--- config.mk ---
export PLATFORM = sky130hd
export DESIGN_NAME = muldiv_seq_flat
export DESIGN_NICKNAME = d
export VERILOG_FILES = /design/src/rtl/muldiv_seq_if.sv /design/src/rtl/muldiv_seq.sv /design/src/flat_wrapper.sv
export SDC_FILE = /design/constraint.sdc
export NUM_CORES = 1
export LEC_CHECK = 0
export BUFFER_PORTS_ARGS = -buffer_cell sky130_fd_sc_hd__buf_2
export CORE_MARGIN = 2
export CORE_UTILIZATION = 50
export CTS_BUF_LIST = sky130_fd_sc_hd__clkbuf_8
export DETAILED_ROUTE_END_ITERATION = 10
export PLACE_DENSITY_LB_ADDON = 0.08
export SLEW_MARGIN = 20
export SYNTH_ARGS = -nofsm -noshare
export SYNTH_HDL_FRONTEND = slang
export SYNTH_SLANG_ARGS = --single-unit
--- constraint.sdc ---
create_clock -name clk -period 9.55 [get_ports clk]
set_clock_uncertainty 0.05 [all_clocks]
set_input_delay 0.4775 -clock clk [delete_from_list [all_inputs] [get_ports clk]]
set_output_delay 0.4775 -clock clk [all_outputs]
set_load 0.01 [all_outputs]
--- src/rtl/muldiv_seq_if.sv ---
// Handshake/result bundle between the EX stage and the multiply/divide sequencer.
//   master (pipeline side): drives start, op, a, b, rd_hilo, flush
//   slave  (muldiv_seq)   : drives busy, stall, done, hi, lo
interface muldiv_seq_if #(
    parameter int WIDTH = 32
);
    logic             start;
    logic [2:0]       op;
    logic [WIDTH-1:0] a;
    logic [WIDTH-1:0] b;
    logic             rd_hilo;
    logic             flush;
    logic             busy;
    logic             stall;
    logic             done;
    logic [WIDTH-1:0] hi;
    logic [WIDTH-1:0] lo;

    modport master (
        output start, op, a, b, rd_hilo, flush,
        input  busy, stall, done, hi, lo
    );

    modport slave (
        input  start, op, a, b, rd_hilo, flush,
        output busy, stall, done, hi, lo
    );
endinterface

--- src/rtl/muldiv_seq.sv ---
// Iterative MULT/MULTU/DIV/DIVU sequencer owning the HI/LO registers.
// A mult/div started in cycle 0 is busy in cycles 1..33 and pulses done in
// cycle 34 with the new HI/LO. MTHI/MTLO complete in the start cycle.
//
// Ports:
//   clk  - system clock, all state on the rising edge
//   rst  - synchronous active-high reset
//   bus  - muldiv_seq_if.slave: start/op/a/b/rd_hilo/flush in,
//          busy/stall/done/hi/lo out
//
// State | meaning
// IDLE  | waiting for a request; MTHI/MTLO served here
// CALC  | one radix-2 multiply/divide step per cycle, WIDTH cycles
// FIX   | sign correction, HI/LO written at end of cycle
module muldiv_seq #(
    parameter int WIDTH = 32,
    parameter int CNT_W = 6
) (
    input logic          clk,
    input logic          rst,
    muldiv_seq_if.slave  bus
);

    typedef enum logic [1:0] {
        IDLE = 2'd0,
        CALC = 2'd1,
        FIX  = 2'd2
    } state_t;

    state_t state_q, state_d;

    logic [CNT_W-1:0]   cnt_q;
    logic [2*WIDTH-1:0] acc_q;      // mult: {partial, multiplier}; div: {remainder, quotient}
    logic [WIDTH-1:0]   opb_q;      // mult: |multiplicand|; div: |divisor|
    logic               is_div_q;
    logic               neg_res_q;  // negate product / quotient
    logic               neg_rem_q;  // negate remainder (dividend sign)
    logic               div_zero_q;
    logic [WIDTH-1:0]   hi_q, lo_q;
    logic               done_q;

    logic               accept;
    logic               start_md;
    logic               wr_mthi, wr_mtlo;
    logic               is_signed;
    logic               a_neg, b_neg;
    logic [WIDTH-1:0]   a_mag, b_mag;
    logic               last_step;

    logic [WIDTH:0]     mul_sum;
    logic [2*WIDTH-1:0] mul_next;
    logic [WIDTH:0]     div_shift;
    logic               div_ge;
    logic [WIDTH-1:0]   div_rem;
    logic [2*WIDTH-1:0] div_next;

    logic [2*WIDTH-1:0] prod_fix;
    logic [WIDTH-1:0]   quo, rem;
    logic [WIDTH-1:0]   fix_hi, fix_lo;

    // Request decode: only IDLE accepts anything, and flush squashes the request.
    assign accept    = bus.start && !bus.flush && (state_q == IDLE);
    assign start_md  = accept && !bus.op[2];
    assign wr_mthi   = accept && (bus.op == 3'b100);
    assign wr_mtlo   = accept && (bus.op == 3'b101);

    // op[0] set means unsigned (MULTU/DIVU).
    assign is_signed = !bus.op[0];
    assign a_neg     = is_signed && bus.a[WIDTH-1];
    assign b_neg     = is_signed && bus.b[WIDTH-1];
    assign a_mag     = a_neg ? (-bus.a) : bus.a;
    assign b_mag     = b_neg ? (-bus.b) : bus.b;

    assign last_step = (cnt_q == CNT_W'(WIDTH - 1));

    // Shift-add step: add multiplicand into the upper half when the current
    // multiplier LSB is set, then shift the whole register right (carry in).
    assign mul_sum  = {1'b0, acc_q[2*WIDTH-1:WIDTH]} + (acc_q[0] ? {1'b0, opb_q} : '0);
    assign mul_next = {mul_sum, acc_q[WIDTH-1:1]};

    // Restoring step: shift next dividend bit into the remainder and subtract
    // the divisor if it fits. A zero divisor always "fits", which yields an
    // all-ones quotient and leaves the dividend in the remainder.
    assign div_shift = {acc_q[2*WIDTH-1:WIDTH], acc_q[WIDTH-1]};
    assign div_ge    = (div_shift >= {1'b0, opb_q});
    assign div_rem   = div_ge ? (div_shift[WIDTH-1:0] - opb_q) : div_shift[WIDTH-1:0];
    assign div_next  = {div_rem, acc_q[WIDTH-2:0], div_ge};

    // Sign correction. Divide by zero keeps the all-ones quotient as is.
    assign prod_fix = neg_res_q ? (-acc_q) : acc_q;
    assign quo      = acc_q[WIDTH-1:0];
    assign rem      = acc_q[2*WIDTH-1:WIDTH];
    assign fix_lo   = is_div_q ? ((neg_res_q && !div_zero_q) ? (-quo) : quo)
                               : prod_fix[WIDTH-1:0];
    assign fix_hi   = is_div_q ? (neg_rem_q ? (-rem) : rem)
                               : prod_fix[2*WIDTH-1:WIDTH];

    always_ff @(posedge clk) begin
        if (rst) begin
            state_q <= IDLE;
        end else begin
            state_q <= state_d;
        end
    end

    always_comb begin
        state_d = state_q;
        case (state_q)
            IDLE: begin
                if (start_md) begin
                    state_d = CALC;
                end
            end
            CALC: begin
                if (bus.flush) begin
                    state_d = IDLE;
                end else if (last_step) begin
                    state_d = FIX;
                end
            end
            FIX: begin
                state_d = IDLE;
            end
            default: begin
                state_d = IDLE;
            end
        endcase
    end

    always_ff @(posedge clk) begin
        if (rst) begin
            cnt_q      <= '0;
            acc_q      <= '0;
            opb_q      <= '0;
            is_div_q   <= 1'b0;
            neg_res_q  <= 1'b0;
            neg_rem_q  <= 1'b0;
            div_zero_q <= 1'b0;
            hi_q       <= '0;
            lo_q       <= '0;
            done_q     <= 1'b0;
        end else begin
            done_q <= 1'b0;
            case (state_q)
                IDLE: begin
                    if (start_md) begin
                        cnt_q      <= '0;
                        is_div_q   <= bus.op[1];
                        neg_res_q  <= a_neg ^ b_neg;
                        neg_rem_q  <= a_neg;
                        div_zero_q <= (bus.b == '0);
                        if (bus.op[1]) begin
                            acc_q <= {{WIDTH{1'b0}}, a_mag};
                            opb_q <= b_mag;
                        end else begin
                            acc_q <= {{WIDTH{1'b0}}, b_mag};
                            opb_q <= a_mag;
                        end
                    end
                    if (wr_mthi) begin
                        hi_q <= bus.a;
                    end
                    if (wr_mtlo) begin
                        lo_q <= bus.a;
                    end
                end
                CALC: begin
                    if (!bus.flush) begin
                        acc_q <= is_div_q ? div_next : mul_next;
                        cnt_q <= cnt_q + 1'b1;
                    end
                end
                FIX: begin
                    if (!bus.flush) begin
                        hi_q   <= fix_hi;
                        lo_q   <= fix_lo;
                        done_q <= 1'b1;
                    end
                end
                default: begin
                    cnt_q <= '0;
                end
            endcase
        end
    end

    assign bus.busy  = (state_q != IDLE);
    assign bus.stall = bus.busy && (bus.start || bus.rd_hilo);
    assign bus.done  = done_q;
    assign bus.hi    = hi_q;
    assign bus.lo    = lo_q;

endmodule
--- src/flat_wrapper.sv ---
// flat-port wrapper written by rule: the top's interface ports become plain ports
module muldiv_seq_flat 
#(
    parameter int WIDTH = 32,
    parameter int CNT_W = 6
)
  (clk, rst, bus_start, bus_op, bus_a, bus_b, bus_rd_hilo, bus_flush, bus_busy, bus_stall, bus_done, bus_hi, bus_lo);
  muldiv_seq_if #(.WIDTH(WIDTH)) bus_i ();
  input logic clk;
  input logic rst;
  input wire logic [$bits(bus_i.start)-1:0] bus_start;
  input wire logic [$bits(bus_i.op)-1:0] bus_op;
  input wire logic [$bits(bus_i.a)-1:0] bus_a;
  input wire logic [$bits(bus_i.b)-1:0] bus_b;
  input wire logic [$bits(bus_i.rd_hilo)-1:0] bus_rd_hilo;
  input wire logic [$bits(bus_i.flush)-1:0] bus_flush;
  output wire logic [$bits(bus_i.busy)-1:0] bus_busy;
  output wire logic [$bits(bus_i.stall)-1:0] bus_stall;
  output wire logic [$bits(bus_i.done)-1:0] bus_done;
  output wire logic [$bits(bus_i.hi)-1:0] bus_hi;
  output wire logic [$bits(bus_i.lo)-1:0] bus_lo;
  assign bus_i.start = bus_start;
  assign bus_i.op = bus_op;
  assign bus_i.a = bus_a;
  assign bus_i.b = bus_b;
  assign bus_i.rd_hilo = bus_rd_hilo;
  assign bus_i.flush = bus_flush;
  assign bus_busy = bus_i.busy;
  assign bus_stall = bus_i.stall;
  assign bus_done = bus_i.done;
  assign bus_hi = bus_i.hi;
  assign bus_lo = bus_i.lo;
  muldiv_seq #(.WIDTH(WIDTH), .CNT_W(CNT_W)) u_core (.clk(clk), .rst(rst), .bus(bus_i));
endmodule
Word level (Yosys, flattened, before mapping)
Cells that the tools add are included.
- register bits: 173
- bits in latches: 0
- RAM bits: 0
- ROM bits: 0
- input bits: 72
- logic and storage cells: 88
- memories kept: 0
- $add $sub $neg: 8
- multipliers: 0
- div/mod/pow operators: 0
- $lt $le $gt $ge: 1
- eq/ne operators: 11
- shift operators: 0
- multiplexer cells: 29
- bitwise gates (word level): 2
- reduce and logical (&&, ||, !) cells: 26
- operator list (operator ; count):
    2-to-1 mux 32 bit ; 14
    2-to-1 mux 64 bit ; 4
    negator 32 bit ; 4
    case mux 32 bit (2 select lines) ; 2
    case mux 64 bit (2 select lines) ; 1
    negator 64 bit ; 1
    adder 32 x 33 -> 33 bit ; 1
    >= comparator 33 x 32 -> 1 bit ; 1
    logical NOT 32 bit ; 1
    subtractor 32 bit ; 1
    case mux 6 bit (3 select lines) ; 1
    2-to-1 mux 6 bit ; 2
    AND reduction 3 bit ; 4
    logical AND 1 bit ; 9
    adder 6 x 1 -> 6 bit, second input constant ; 1
    equality test 3 bit, second input constant ; 2
    equality test 6 x 5 -> 1 bit, second input constant ; 1
    2-to-1 mux 2 bit ; 3
    != test 2 x 1 -> 1 bit, second input constant ; 3
    nonzero test 2 bit ; 3
    logical NOT 1 bit ; 4
    != test 2 bit, second input constant ; 2
    case mux 2 bit (2 select lines) ; 1
    AND reduction 2 bit ; 2
    9 further kinds ; 9

Depth between registers and ports, before layout
- word-level depth: 6
- gate-level depth with buffers: 13

Least setup slack after synthesis
Ideal clock, no wire load.
- kind: register to register
- start point: reg u_core.acc_q[0]
- end point: reg u_core.acc_q[61]
- arrival time: 3.073 ns
- setup slack: 6.296 ns
- cell stages (with the launch flop): 13
- buffers on the path: 1
- clock period less this slack: 3.254 ns
- cell sequence: dfxtp_1 inv_1 clkbuf_1 nor2_1 ha_1 and3_1 nand3_1 a2111oi_0 o22ai_1 o31ai_1 a221oi_1 a221oi_1 o21ai_0
- word-level cells in the longest chain between the ends: 5
- RTL lines (element ; RTL line ; text):
    from (decl) ; muldiv_seq.sv:33 ; logic [2*WIDTH-1:0] acc_q;
    from (signal assigned) ; muldiv_seq.sv:153 ; acc_q <= {{WIDTH{1'b0}}, a_mag};
    from (signal assigned) ; muldiv_seq.sv:156 ; acc_q <= {{WIDTH{1'b0}}, b_mag};
    from (signal assigned) ; muldiv_seq.sv:169 ; acc_q <= is_div_q ? div_next : mul_next;
    2-to-1 mux 32 bit ; muldiv_seq.sv:78 ; assign mul_sum = {1'b0, acc_q[2*WIDTH-1:WIDTH]} + (acc_q[0] ? {1'b0, opb_q} : '0);
    adder 32 x 33 -> 33 bit ; muldiv_seq.sv:78 ;
    2-to-1 mux 64 bit ; muldiv_seq.sv:169 ;
    2-to-1 mux 64 bit ; muldiv_seq.sv:168 ; if (!bus.flush) begin
    case mux 64 bit (2 select lines) ; muldiv_seq.sv:144 ; case (state_q)
No other way between the ends. The select of a mux whose other input is x is not followed.
A chain may end at the register's enable or synchronous reset.

Final worst setup path
Same ends and word-level chain as after synthesis.

==> reports/metrics.yaml <==
cts-root-buf: "clkbuf_8"
final_nets: 2280
fp.coreArea_um2: 29900
grt_max_degree: 74
die_h_um: 179
slew_headroom: 0.252
arrival_ns: 4.58
path_common_cell: "a221oi_1"
synth_top_family_by_area: "compound AO/OA/AOI/OAI gates"
fin_ws_ns: 5.31
dpl.hpwl_mm: 47.4
die_w_um: 179
clkLatencyLatePin_ns: 0.53
io_pins: 139
p_per_area_nw_per_um2: 119
end_kind: "flop"
worst_pin_slew_ns: 1.11
rsz0062_at_grt: "false"
highest_layer: "met4"
row_count: 63
synthTopCellsByArea: "dfxtp_1, nor2_1, a21oi_1, ha_1, xnor2_1"
dpl_cell_area_um2: 16000
grt-ovfl-total: 0
crit_chain: "clkinv_1 -> nor2_1 -> ha_1 -> and3_1 -> nand3_1 -> a2111oi_0 -> o22ai_1 -> o31ai_1 -> buf_4 -> a221oi_1 -> a221oi_1 -> o21ai_0"
ant_nets: 0
port_buffers: 138
first_global_vias: 15000
area_growth_pct: 7.95
drt_iter0_drc: 2379
cts_resized: 0
ys_warn_count: 0
dr_wl_met2_mm: 25.1
netlist_instances: 2117
ys.flop_type: "dfxtp_1"
drtPass1Iterations: 10
initial_utilization: 0.511
fmax_mhz: 236
vias: 16900
ir_drop_uv: 85.1
cts.sinks: 173
diodes: 0
synth_edf_count: 0
h-tree-depth: 4
grt_antenna_before_repair: 0
setup_viol: 0
avgSynthCellArea_um2: 7.21
critPathMaxStageDelay_ns: 0.87
period_needed_ns: 4.24
synth_top_area_frac: 0.227
yosysTopAreaCell: "dfxtp_1"
worstSetupPathType: "reg -> reg"
gp_congestion: 1.05
slowest_stage: "clkinv_1"
synth_seq_cells: 173
synth_xor_area_frac: 0.0930
cts_buffers: 17
synth_compound_area_frac: 0.298
postCtsSetupRepairBufs: 0
yosysSeqAreaShare: 0.227
status: "finished clean"
path_clk_slew_ns: 0.10
whs_ns: 0.226
grt_pass1_wl_mm: 92.1
detail_route.vias_per_cell: 6.66
grt.total_usage: 0.383
setup_tns_ns: 0
wl_per_cell_um: 24.3
cts_buffer_depth: 2
fin_area_um2: 16500
drt_drc_violations_left: 0
pre_cts_ws_ns: 5.54
wl_met3_mm: 7.11
yosys.area_share.simple: 0.226
cap_violations: 0
drv_slew: 0
p_total_mw: 1.97
die-area_um2: 31900
synth_mux_area_frac: 0.0378
synth_cell_type_count: 87
synthAdderAreaFrac: 0.0592
drt-total-wl_mm: 61.6
finalCritPeriodShare: 0.444
worstSetupStartpointType: "flop"
cp.required_ns: 9.88
finalHoldViolations: 0
cts.hold.buffers_added: 0
hp-class: "in -> reg"
async_flop_share: 0
path_max_fanout: 32
syn-num-nets: 2260
drive_above_1_share: 0.113
drt-met1-wl_mm: 27.4
netlist_area_um2: 15300
cts_tree: "built"
leakage_nw: 6.79
-- sequential cells by signal, indices dropped and copies added, names as in the netlist, 2 cells and up --
| register | cells |
|---|---|
| u_core.opb_q | 32 |
| u_core.state_q | 2 |
| u_core.bus.hi | 32 |
| u_core.bus.lo | 32 |
| u_core.cnt_q | 6 |
| u_core.acc_q | 64 |
-- cells by family after synthesis --
logic type,count (synthesis)
AO/OA/AOI/OAI,703
XOR/XNOR,162
adder cells (fa/ha/maj),71
buffers and inverters,230
flip-flops,173
multiplexers,57
AND/OR/NAND/NOR,721
-- routing by layer --
metal | global-route usage | vias to the layer above
li1 | - | 7736
met5 | 0 | -
met4 | 0.126 | 0
met3 | 0.0721 | 108
met1 | 0.568 | 8038
met2 | 0.551 | 1028
-- layout make-up --
class	instances	area [um2]
Multi-Input combinational cell	1714	10900
Sequential cell	173	3460
Tap cell	390	488
Inverter	73	274
Clock buffer	19	262
Timing Repair Buffer	158	843
Clock inverter	13	206
Fill cell	3016	13400
-- layout by cell type, fill, tap and decap left out, types with 7 or more instances in the layout --
cell      synthesis  routed
a211o_1           8       8
a211oi_1         61      61
a21o_1           43      43
a21oi_1         202     200
a221o_1          10      10
a221oi_1         15      15
a22oi_1           8       8
a311oi_1         13      13
a31oi_1          31      31
a32o_1            7       7
and2_1           10      10
buf_2             7     137
buf_4             1      21
clkbuf_8          0      19
dfxtp_1         173     172
ha_1             69      69
inv_1            73      73
mux2i_1          52      52
nand2_1         183     182
nand2b_1          9       8
nand3_1          41      41
nand4_1          23      23
nor2_1          278     278
nor2b_1          17      16
nor3_1           60      59
nor4_1           15      15
o211ai_1         35      35
o21a_1           16      16
o21ai_0         144     144
o22ai_1           9       9
o31ai_1          24      24
o41ai_1          17      17
or2_2            11      11
or3_1            17      17
or4_1            10      10
xnor2_1          84      84
xor2_1           78      78
-- final timing paths --
path | startpoint | slack [ns] | endpoint | depth (start not counted)
min | bus_flush | 0.23 | u_core.bus.done | 2
max | u_core.acc_q[0] | 5.31 | u_core.acc_q[61] | 12
max reg2reg | u_core.acc_q[0] | 5.31 | u_core.acc_q[61] | 12
min reg2reg | u_core.opb_q[14] | 0.41 | u_core.opb_q[14] | 2
-- where the power goes --
part / internal [mW] / leakage [nW] / switching [mW]
sequential: 0.741 / 1.40 / 0.0334
combinational: 0.188 / 5.15 / 0.366
clock: 0.307 / 0.239 / 0.333
-- critical path: cells and delay by family (launching register included) --
kind	cells	cell delay, ns
flip-flops	1	0.42
buffers and inverters	2	1.11
AO/OA/AOI/OAI	6	1.57
AND/OR/NAND/NOR	3	0.66
adder cells (fa/ha/maj)	1	0.27
-- Yosys cell counts, drive strengths merged (6+ instances only) --
cell      n
a211o     8
a211oi   61
a21o     43
a21oi   204
a221o    10
a221oi   15
a22o      6
a22oi     8
a311oi   13
a31oi    31
a32o      7
and2     11
and3      6
and4      6
buf      14
clkbuf  143
dfxtp   173
ha       69
inv      73
mux2i    52
nand2   183
nand2b    9
nand3    42
nand4    24
nor2    278
nor2b    17
nor3     65
nor4     22
o211ai   35
o21a     16
o21ai   150
o22ai     9
o31ai    24
o41ai    20
or2      11
or3      19
or4      15
xnor2    84
xor2     78
-- stage by stage --
step / utilization / std cells
2_1_floorplan: - / 2117
3_3_place_gp: 0.536 / 2508
3_5_place_dp: 0.536 / 2508
4_1_cts: 0.551 / 2540
5_1_grt: 0.551 / 2540
6_report: 0.551 / 2540
(Power assumes the default switching activity.)
